==> src/rtl/cgra_config_loader.sv <==
// Purpose: streams WORD_W-bit config words MSB-first into the CGRA scan chain, then releases the fabric for a programmed run.
// Latency: a word accepted in cycle k shows its first bit in cycle k+1; at least WORD_W+1 cycles per full word.
// Backpressure: in_ready is high only in LOAD; a missing word stalls the chain with config_enable low and no bit lost.
// Optional build macro CFG_CHECKSUM_EN: XOR checksum of the loaded words must match expected_sum before RUN.
module cgra_config_loader #(
    parameter int TOTAL_NUM_BITS = 465,
    parameter int WORD_W         = 32,
    parameter int RUN_W          = 32
) (
    input  logic              clock,
    input  logic              reset,
    input  logic              start,
    input  logic              abort,
    input  logic [RUN_W-1:0]  run_cycles,
    input  logic [WORD_W-1:0] in_data,
    input  logic              in_valid,
    output logic              in_ready,
    output logic              config_bitstream,
    output logic              config_enable,
    output logic              cgra_reset,
    output logic              busy,
    output logic              config_done,
    output logic              run_done
`ifdef CFG_CHECKSUM_EN
    ,
    input  logic [WORD_W-1:0] expected_sum,
    output logic              checksum_ok
`endif
);

    localparam int BCW = $clog2(TOTAL_NUM_BITS + 1);
    localparam int BLW = $clog2(WORD_W + 1);

    localparam logic [BCW-1:0]   TOTAL_C = BCW'(TOTAL_NUM_BITS);
    localparam logic [BCW-1:0]   BC_ONE  = BCW'(1);
    localparam logic [BLW-1:0]   BL_ONE  = BLW'(1);
    localparam logic [BLW-1:0]   WORD_C  = BLW'(WORD_W);
    localparam logic [RUN_W-1:0] RUN_ONE = RUN_W'(1);

    typedef enum logic [2:0] {
        IDLE  = 3'd0,
        LOAD  = 3'd1,
        SHIFT = 3'd2,
        RUN   = 3'd3,
        DONE  = 3'd4
    } state_t;

    state_t state;
    state_t state_nx;

    // Datapath registers: sreg[WORD_W-1] is always the bit currently on config_bitstream.
    logic [WORD_W-1:0] sreg;
    logic [WORD_W-1:0] sreg_nx;
    logic [BLW-1:0]    bits_left;
    logic [BLW-1:0]    bits_left_nx;
    logic [BCW-1:0]    bit_count;
    logic [BCW-1:0]    bit_count_nx;
    logic [RUN_W-1:0]  run_len;
    logic [RUN_W-1:0]  run_len_nx;
    logic [RUN_W-1:0]  run_cnt;
    logic [RUN_W-1:0]  run_cnt_nx;

    // Next values of the registered outputs.
    logic bs_nx;
    logic en_nx;
    logic crst_nx;
    logic busy_nx;
    logic cdone_nx;
    logic rdone_nx;

    // Bits of the chain still unloaded, and how many of them the next word carries.
    logic [BCW-1:0] remaining;
    logic [BLW-1:0] word_len;

`ifdef CFG_CHECKSUM_EN
    logic [WORD_W-1:0] csum;
    logic [WORD_W-1:0] csum_nx;
    logic [WORD_W-1:0] word_mask;
    logic              ok_nx;
`endif

    // The only combinational output: the loader takes a word exactly while waiting in LOAD.
    assign in_ready = (state == LOAD);

    // State register.
    always_ff @(posedge clock or posedge reset) begin
        if (reset) begin
            state <= IDLE;
        end else begin
            state <= state_nx;
        end
    end

    // Next-state, datapath and output decode; abort is applied last so it overrides everything.
    always_comb begin
        state_nx     = state;
        sreg_nx      = sreg;
        bits_left_nx = bits_left;
        bit_count_nx = bit_count;
        run_len_nx   = run_len;
        run_cnt_nx   = run_cnt;
        bs_nx        = 1'b0;
        en_nx        = 1'b0;
        crst_nx      = cgra_reset;
        busy_nx      = busy;
        cdone_nx     = config_done;
        rdone_nx     = run_done;

        remaining    = TOTAL_C - bit_count;
        word_len     = (32'(remaining) >= 32'(WORD_W)) ? WORD_C : BLW'(remaining);

`ifdef CFG_CHECKSUM_EN
        csum_nx      = csum;
        ok_nx        = checksum_ok;
        // Keep only the bits of this word that will actually reach the chain.
        word_mask    = {WORD_W{1'b1}} << (WORD_C - word_len);
`endif

        case (state)
            IDLE, DONE: begin
                if (start) begin
                    state_nx     = LOAD;
                    run_len_nx   = run_cycles;
                    run_cnt_nx   = '0;
                    bit_count_nx = '0;
                    bits_left_nx = '0;
                    cdone_nx     = 1'b0;
                    rdone_nx     = 1'b0;
                    crst_nx      = 1'b1;
                    busy_nx      = 1'b1;
`ifdef CFG_CHECKSUM_EN
                    csum_nx      = '0;
                    ok_nx        = 1'b0;
`endif
                end
            end

            LOAD: begin
                // Without a word the chain simply pauses; enable stays low.
                if (in_valid) begin
                    state_nx     = SHIFT;
                    sreg_nx      = in_data;
                    bits_left_nx = word_len;
                    bs_nx        = in_data[WORD_W-1];
                    en_nx        = 1'b1;
`ifdef CFG_CHECKSUM_EN
                    csum_nx      = csum ^ (in_data & word_mask);
`endif
                end
            end

            SHIFT: begin
                // The bit on the output this cycle is consumed at this edge.
                bit_count_nx = bit_count + BC_ONE;
                bits_left_nx = bits_left - BL_ONE;
                sreg_nx      = {sreg[WORD_W-2:0], 1'b0};
                if (bits_left == BL_ONE) begin
                    if (bit_count_nx == TOTAL_C) begin
                        cdone_nx   = 1'b1;
                        run_cnt_nx = '0;
`ifdef CFG_CHECKSUM_EN
                        if (csum == expected_sum) begin
                            ok_nx    = 1'b1;
                            state_nx = RUN;
                            crst_nx  = 1'b0;
                        end else begin
                            // A corrupted bitstream must never be released into the fabric.
                            ok_nx    = 1'b0;
                            state_nx = IDLE;
                            crst_nx  = 1'b1;
                            busy_nx  = 1'b0;
                        end
`else
                        state_nx   = RUN;
                        crst_nx    = 1'b0;
`endif
                    end else begin
                        state_nx = LOAD;
                    end
                end else begin
                    bs_nx = sreg[WORD_W-2];
                    en_nx = 1'b1;
                end
            end

            RUN: begin
                // A zero run length still spends one cycle in RUN.
                if ((run_len == '0) || (run_cnt == run_len - RUN_ONE)) begin
                    state_nx = DONE;
                    rdone_nx = 1'b1;
                    busy_nx  = 1'b0;
                end else begin
                    run_cnt_nx = run_cnt + RUN_ONE;
                end
            end

            default: begin
                state_nx = IDLE;
                crst_nx  = 1'b1;
                busy_nx  = 1'b0;
            end
        endcase

        if (abort) begin
            state_nx = IDLE;
            bs_nx    = 1'b0;
            en_nx    = 1'b0;
            crst_nx  = 1'b1;
            busy_nx  = 1'b0;
            cdone_nx = 1'b0;
            rdone_nx = 1'b0;
        end
    end

    // Datapath and registered outputs.
    always_ff @(posedge clock or posedge reset) begin
        if (reset) begin
            sreg             <= '0;
            bits_left        <= '0;
            bit_count        <= '0;
            run_len          <= '0;
            run_cnt          <= '0;
            config_bitstream <= 1'b0;
            config_enable    <= 1'b0;
            cgra_reset       <= 1'b1;
            busy             <= 1'b0;
            config_done      <= 1'b0;
            run_done         <= 1'b0;
        end else begin
            sreg             <= sreg_nx;
            bits_left        <= bits_left_nx;
            bit_count        <= bit_count_nx;
            run_len          <= run_len_nx;
            run_cnt          <= run_cnt_nx;
            config_bitstream <= bs_nx;
            config_enable    <= en_nx;
            cgra_reset       <= crst_nx;
            busy             <= busy_nx;
            config_done      <= cdone_nx;
            run_done         <= rdone_nx;
        end
    end

`ifdef CFG_CHECKSUM_EN
    // Running checksum and its verdict, taken when the last bit leaves.
    always_ff @(posedge clock or posedge reset) begin
        if (reset) begin
            csum        <= '0;
            checksum_ok <= 1'b0;
        end else begin
            csum        <= csum_nx;
            checksum_ok <= ok_nx;
        end
    end
`endif

endmodule

==> config.mk <==
export PLATFORM = sky130hd
export DESIGN_NAME = cgra_config_loader
export DESIGN_NICKNAME = d
export VERILOG_FILES = /design/src/rtl/cgra_config_loader.sv
export SDC_FILE = /design/constraint.sdc
export NUM_CORES = 1
export LEC_CHECK = 0
export ABC_AREA = 1
export CAP_MARGIN = 20
export CELL_PAD_IN_SITES_DETAIL_PLACEMENT = 1
export CELL_PAD_IN_SITES_GLOBAL_PLACEMENT = 2
export CORE_MARGIN = 5
export CORE_UTILIZATION = 33
export DETAILED_ROUTE_END_ITERATION = 10
export PLACE_DENSITY = 0.88
export SLEW_MARGIN = 40
export SYNTH_ARGS = -nofsm -noshare
export SYNTH_HDL_FRONTEND = slang
export SYNTH_SLANG_ARGS = --single-unit
==> constraint.sdc <==
create_clock -name clock -period 4.9 [get_ports clock]
set_input_delay 0.98 -clock clock [delete_from_list [all_inputs] [get_ports clock]]
set_output_delay 0.98 -clock clock [all_outputs]
set_load 0.01 [all_outputs]
==> qor_table.md, run 1 <==
| Result | This run |
| --- | --- |
| Slowest Stage Delay on Critical Path | 660 ps |
| Logic gate share of total power | 39.9% |
| End point of the critical path | in_ready |
| Number of buffers inserted for hold repair after clock tree synthesis | 0 |
| Worst min-delay path class | flop to flop |
| Detailed placement HPWL | 17100 um |
| Number of antenna violations at the first check in global routing | 0 |
| Setup slack at placement | 1300 ps |
| Type of element launching the critical path | flop |
| Total I/O pin count | 76 |
| Least setup slack across all paths after layout | 1700 ps |
| Pint | 0.00264 W |
| Final clock skew | 10.4 ps |
| CTS tree | built |
| CTS sink count | 119 |
| Vias | 7083 |
| Ys async rst share | 100% |
| Area after detailed placement | 8550 sq um |
| Insertion delay of the later-clocked pin in the worst-skew pair | 430 ps |
| Cells resized by post-CTS repair | 0 |
| Total congestion overflow after global routing | 0 |
| Die outline height | 161 um |
| Net count, final | 1212 |
| Clock period minus final worst setup slack | 3200 ps |
| Worst slew pin tran | 722 ps |
| Crit path arrival time | 2220 ps |
| Clock Power Share | 27.4% |
| Final Instance Area | 9160 sq um |
| Synthesis Warnings | 0 |
| Final Slew Violations | 0 |
| Total power of the final layout | 0.00478 W |
| Capturing element type of the critical path | primary output |
| Total detailed-routing wirelength | 23300 um |
| Number of storage elements in the synthesis netlist | 119 |
| Wire length of the first global-routing pass | 38400 um |
| Net switching share of the total power | 44.7% |
| DRT antenna net count | 0 |
| Initial DRC count | 384 |
| Worst reg2reg path startpoint | run_len[0]$_DFFE_PP0P_ |
| Sequential cell area fraction in the yosys report | 39.5% |
| Kind of critical path | flop to primary output |
| Max rail drop VDD | 255 uV |
| Initial Util | 33.4% |
| Number of distinct library cell variants in the gate-level netlist after synthesis | 43 |
| Worst R2R End | run_cnt[9]$_DFFE_PP0P_ |
| P_sw | 0.00213 W |
| Via density per instance | 4.95 |
| Count of antenna diodes in the layout | 0 |
| Fraction of layout cells with a size suffix above 1 | 7.68% |
| Period utilization | 65.4% |
| Deepest clock path buffer count | 2 |
| Syn_area_per_cell | 7.10 sq um |
| Register-to-register setup slack | 1780 ps |
| Leakage dissipation | 3.94 nW |
| Total standard cell area after synthesis | 7550 sq um |
| Buffer count from post-CTS setup fixing | 0 |
| Number of global-route vias before repair | 7395 |
| Most common flop cell mapped by yosys | dfrtp_1 |
| Relative area change from synthesis to final layout | 21.3% |
| Sequential cell fraction of total power | 32.7% |
| Overall die area | 26000 sq um |
| Unrepaired setup endpoints after global routing | false |
| Slowest cell on crit path | clkdlybuf4s50_1 |
| Area inside the core boundary | 22600 sq um |
| First-pass iteration count of the detailed router | 4 |
| Pin count of the biggest net entering global routing | 66 |
| Buffers added on ports | 75 |
| Average wire length per cell after detail routing | 16.3 um |
| CTS Root Cell | clkbuf_16 |
| Routability cong. | 0.849 |
| Clk slew on worst S/H paths | 60 ps |
| Number of CTS-inserted buffers | 17 |
| Pwr dens | 521 nW/um^2 |
| Horizontal extent of the die | 161 um |
| Synthesized netlist cell count | 1063 |
| Achievable frequency | 312 MHz |
| Total of max-cap violations | 0 |
| Endpoints failing hold | 0 |
| FP Rows | 55 |
| Number of DRC violations after detailed routing | 0 |
| Cells along the critical path | inv_1 > nor2_1 > inv_1 > nor2_1 > clkdlybuf4s50_1 |
| Max-slew headroom at the worst pin | 51.9% |
| Critical path data required time | 3920 ps |
| Number of enable flip-flop cells after synthesis | 0 |
| Final sum of negative setup slack | 0 ps |
| Gr usage total | 18.2% |
| Largest driver fanout on the critical path | 7 |
| Setup Viol. Count Final | 0 |
| Launch point of the worst path | state[0]$_DFFE_PP0P_ |
| Result of the run | completed |
| CTS HTree Levels | 4 |
| Number of cells on the worst reg-to-reg path | 15 |
| Total nets after synthesis | 1142 |
## kinds of logic after synthesis
family | after synthesis | synth area share [%]
AND/OR/NAND/NOR | 633 | 35.2
buffers and inverters | 123 | 6.93
flip-flops | 119 | 39.5
AO/OA/AOI/OAI | 113 | 9.17
XOR/XNOR | 65 | 7.54
adder cells (fa/ha/maj) | 10 | 1.66
## registers in the layout, indices dropped and copies added (netlist names)
register,flops
run_len,32
config_enable,1
run_done,1
state,3
sreg,31
cgra_reset,1
bits_left,6
config_bitstream,1
bit_count,9
busy,1
run_cnt,32
config_done,1
## layout make-up
type                    count  area [sq um]
fillers                  2872         13400
multi-input cells         821          4060
flip-flops and latches    119          2980
repair buffers             81           808
clock buffers              17           425
well taps                 285           357
inverters                  93           353
clock inverters            15           178
## Yosys cell counts, types with 2 or more instances
library cell	number	area, sq um
o22ai_1	32	200
inv_2	2	7.51
nor2_1	191	717
nand3_1	64	320
nand2_2	13	81.3
a21oi_1	14	70.1
o21ai_0	37	185
dfrtp_1	118	2950
o21ai_2	13	114
o21a_1	2	15.0
a22oi_1	2	15.0
nor2_2	8	50.1
buf_2	2	10.0
nor2_4	4	45.0
ha_1	10	125
buf_6	4	45.0
nand3b_1	3	22.5
nor3_1	26	130
o21ai_1	3	15.0
xnor2_1	23	201
inv_1	89	334
nand4_1	11	68.8
clkbuf_1	22	82.6
xor2_1	42	368
o211ai_1	3	22.5
nand2_1	302	1130
nor4_1	6	37.5
o21bai_1	2	15.0
## worst min-delay path by stage
| stage | start | endpoint | slack [ps] | cells after the start |
|---|---|---|---|---|
| after CTS | busy$_DFFE_PP0P_ | busy$_DFFE_PP0P_ | 490 | 2 |
| after global placement | busy$_DFFE_PP0P_ | busy$_DFFE_PP0P_ | 470 | 2 |
| after detailed placement | busy$_DFFE_PP0P_ | busy$_DFFE_PP0P_ | 470 | 2 |
| final | busy$_DFFE_PP0P_ | busy$_DFFE_PP0P_ | 490 | 2 |
| after global routing | sreg[13]$_DFFE_PP0P_ | sreg[13]$_DFFE_PP0P_ | 520 | 2 |
| after floorplan | sreg[30]$_DFFE_PP0P_ | sreg[30]$_DFFE_PP0P_ | 450 | 2 |
## worst max-delay path, delay by kind of cell, from the launching register on
kind                   cells  cell delay, ps
AND/OR/NAND/NOR            2             620
buffers and inverters      3             790
flip-flops                 1             390
## power groups by stage
stage | sequential [W] | clock (W) | combinational, W
floorplan | 0.00149 | 0 | 0.00150
global placement | 0.00157 | 0 | 0.00186
detailed placement | 0.00158 | 0 | 0.00190
CTS | 0.00157 | 0.00134 | 0.00192
global route | 0.00161 | 0.00138 | 0.00217
finish | 0.00156 | 0.00131 | 0.00191
## cell usage in the layout (no fill, tap or decap), types with 2 or more instances in the layout
master           count
a21oi_1             14
a22oi_1              2
buf_4                5
clkbuf_16           17
clkdlybuf4s50_1     75
clkinv_8             2
clkinvlp_4           2
dfrtp_1            118
ha_1                10
inv_1               88
inv_2                2
inv_6                5
inv_8                5
nand2_1            300
nand2_2             15
nand3_1             64
nand3b_1             3
nand4_1             11
nor2_1             190
nor2_2               8
nor2_4               5
nor3_1              26
nor4_1               6
o211ai_1             3
o21a_1               2
o21ai_0             37
o21ai_1              3
o21ai_2             13
o21bai_1             2
o22ai_1             32
xnor2_1             23
xor2_1              42
## stage by stage
stage | util, % | hold slack (ps) | instances
after global placement | 37.9 | 471 | 1399
final | 40.6 | 488 | 1431
after CTS | 40.6 | 490 | 1431
after detailed placement | 37.9 | 472 | 1399
after floorplan | - | 454 | 1063
after global routing | 40.6 | 523 | 1431
## layer usage
layer / track usage [%] / share of wire, % / vias to the layer above
met3: 2.96 / 2.9 / 22
met2: 31.6 / 49 / 100
met4: 5.23 / 1.5 / 0
li1: - / - / 3540
met1: 23.5 / 46 / 3421
met5: 0 / 0 / -
No activity file was read; power rests on OpenSTA's default activity.
==> inputs of run 2 (changes only) <==
Clock period 4.9 ns to 3 ns, I/O delays scaled along.
==> qor_table.md, run 2 (synthesized netlist as in run 1, its figures left out) <==
| Result | This run | vs previous |
| --- | --- | --- |
| Number of cells on the worst reg-to-reg path | 16 | was 15 |
| Hold Crit Endpoint | busy$_DFFE_PP0P_ | unchanged |
| Slowest Stage Delay on Critical Path | 390 ps | was 660 ps |
| Depth of the worst hold-timing path | 2 | unchanged |
| Pin count of the biggest net entering global routing | 120 | was 66 |
| Largest registers | run_cnt x32, run_len x32, sreg x31 | unchanged |
| Result of the run | completed | unchanged |
| Total detailed-routing wirelength | 23700 um | was 23300 um |
| Hold path startpoint | busy$_DFFE_PP0P_ | unchanged |
| Period utilization | 89.6% |  |
| Crit path buf inv count | 2 | was 3 |
| Crit path arrival time | 3000 ps | was 2220 ps |
| Buffer count from post-CTS setup fixing | 0 | unchanged |
| Final sum of negative setup slack | 0 ps | unchanged |
| Type of element launching the critical path | flop | unchanged |
| Vias | 7156 | was 7083 |
| Largest driver fanout on the critical path | 7 | unchanged |
| Worst R2R End | state[0]$_DFFE_PP0P_ | was run_cnt[9]$_DFFE_PP0P_ |
| Final Slew Violations | 0 | unchanged |
| Leakage dissipation | 3.99 nW | was 3.94 nW |
| Number of DRC violations after detailed routing | 0 | unchanged |
| Number of CTS-inserted buffers | 17 | unchanged |
| Via density per instance | 4.97 | was 4.95 |
| Gr usage total | 18.4% | was 18.2% |
| Capturing element type of the critical path | flop | was primary output |
| Register-to-register setup slack | 310 ps | was 1780 ps |
| DRT antenna net count | 0 | unchanged |
| Slowest cell on crit path | dfrtp_1 | was clkdlybuf4s50_1 |
| Cell type group with the largest total delay on the critical path | simple AND/OR/NAND/NOR gates | was buffers and inverters |
| Most Frequent Cell on Critical Path | nand2_1 |  |
| Detailed placement HPWL | 18000 um | was 17100 um |
| Achievable frequency | 372 MHz |  |
| Die outline height | 161 um | unchanged |
| Least setup slack across all paths after layout | 312 ps | was 1700 ps |
| Buffers added on ports | 75 | unchanged |
| Worst min-delay path class | flop to flop | unchanged |
| Deepest clock path buffer count | 2 | unchanged |
| Clock period minus final worst setup slack | 2690 ps |  |
| Smallest hold slack | 483 ps | was 488 ps |
| Max rail drop VDD | 484 uV | was 255 uV |
| Endpoints failing hold | 0 | unchanged |
| Total power of the final layout | 0.00792 W | was 0.00478 W |
| Cells along the critical path | inv_1 > ha_1 > nand2_2 > nor2_4 > nand2_2 > xor2_1 > inv_1 > nand2_1 > nor2_1 > nand2_1 > nor2_1 > nand2_2 > nand3_1 > nand2_1 > nand2_1 > o21ai_1 | was inv_1 > nor2_1 > inv_1 > nor2_1 > clkdlybuf4s50_1 |
| Relative area change from synthesis to final layout | 22.4% | was 21.3% |
| Cells resized by post-CTS repair | 0 | unchanged |
| Most frequent cells in the layout | nand2_1, nor2_1, dfrtp_1 | unchanged |
| Worst reg2reg path startpoint | run_len[0]$_DFFE_PP0P_ | unchanged |
| Insertion delay of the later-clocked pin in the worst-skew pair | 430 ps | about the same |
| Wire length of the first global-routing pass | 38900 um | was 38400 um |
| Total of max-cap violations | 0 | unchanged |
| CTS Root Cell | clkbuf_16 | unchanged |
| Count of antenna diodes in the layout | 0 | unchanged |
| Average wire length per cell after detail routing | 16.5 um | was 16.3 um |
| Kind of critical path | flop to flop | was flop to primary output |
| First-pass iteration count of the detailed router | 5 | was 4 |
| Pwr dens | 857 nW/um^2 | was 521 nW/um^2 |
| Number of antenna violations at the first check in global routing | 0 | unchanged |
| Area inside the core boundary | 22600 sq um | unchanged |
| Initial Util | 33.4% | unchanged |
| Fraction of layout cells with a size suffix above 1 | 8.23% | was 7.68% |
| Number of global-route vias before repair | 7444 | was 7395 |
| Setup Viol. Count Final | 0 | unchanged |
| Critical path data required time | 3310 ps | was 3920 ps |
| Net count, final | 1221 | was 1212 |
| Clk slew on worst S/H paths | 70 ps | was 60 ps |
| CTS sink count | 119 | unchanged |
| Total I/O pin count | 76 | unchanged |
| FP Rows | 55 | unchanged |
| Final clock skew | 11.4 ps | was 10.4 ps |
| Routability cong. | 0.862 | was 0.849 |
| CTS tree | built | unchanged |
| Most frequent standard cell in the layout excluding fill and tap cells | nand2_1 | unchanged |
| Initial DRC count | 434 | was 384 |
| Utilization after layout | 40.9% | was 40.6% |
| Horizontal extent of the die | 161 um | unchanged |
| Setup slack at placement | 345 ps | was 1300 ps |
| Worst slew pin tran | 683 ps | was 722 ps |
| Unrepaired setup endpoints after global routing | false | unchanged |
| Cell depth of the worst setup path | 16 | was 5 |
| Total congestion overflow after global routing | 0 | unchanged |
| Number of buffers inserted for hold repair after clock tree synthesis | 0 | unchanged |
| Max-slew headroom at the worst pin | 54.4% | was 51.9% |
| CTS HTree Levels | 4 | unchanged |
| Overall die area | 26000 sq um | unchanged |
run 2: cell count changes in the layout (fill, tap and decap cells not counted):
cell / change
nand2_2: -2
buf_4: +8
clkinv_4: +2
buf_12: +1
clkinv_8: +1
inv_4: -1
nand2_1: +2
inv_8: -2
run 2: area by class of cell:
type	count	area [sq um]
clock buffers	17	425
inverters	93	354
multi-input cells	821	4050
flip-flops and latches	119	2980
fillers	2818	13300
repair buffers	90	888
well taps	285	357
clock inverters	15	181
run 2: per-stage QoR:
step / cell area [sq um] / instances
after global placement: 8630 / 1408
final: 9240 / 1440
after floorplan: 7550 / 1063
after global routing: 9240 / 1440
after CTS: 9240 / 1440
after detailed placement: 8630 / 1408
run 2: layer usage:
| metal | vias up | GRT usage, % | share of wire, % |
|---|---|---|---|
| met1 | 3460 | 23.7 | 47 |
| met5 | - | 0 | 0 |
| met2 | 118 | 32.4 | 49 |
| met4 | 0 | 4.61 | 1.3 |
| met3 | 16 | 3.06 | 3.3 |
| li1 | 3562 | - | - |
run 2: worst max-delay path by stage:
stage	from	end	slack, ps
after floorplan	run_len[0]$_DFFE_PP0P_	run_cnt[9]$_DFFE_PP0P_	820
after global placement	run_len[0]$_DFFE_PP0P_	state[0]$_DFFE_PP0P_	390
after detailed placement	run_len[0]$_DFFE_PP0P_	state[0]$_DFFE_PP0P_	350
after CTS	run_len[0]$_DFFE_PP0P_	state[0]$_DFFE_PP0P_	330
after global routing	run_len[0]$_DFFE_PP0P_	state[0]$_DFFE_PP0P_	50
final	run_len[0]$_DFFE_PP0P_	state[0]$_DFFE_PP0P_	310
run 2: worst min-delay path: stages (launching register included):
cell	delay [ps]
dfrtp_1	350
nand2_1	50
nand2_1	50
run 2: power by group:
part	internal (W)	leakage, nW	total (W)	switching [W]
logic	0.00111	2.19	0.00323	0.00212
clock network	0.00119	0.293	0.00213	0.000935
registers	0.00210	1.51	0.00257	0.000463
total	0.00441	3.99	0.00792	0.00351
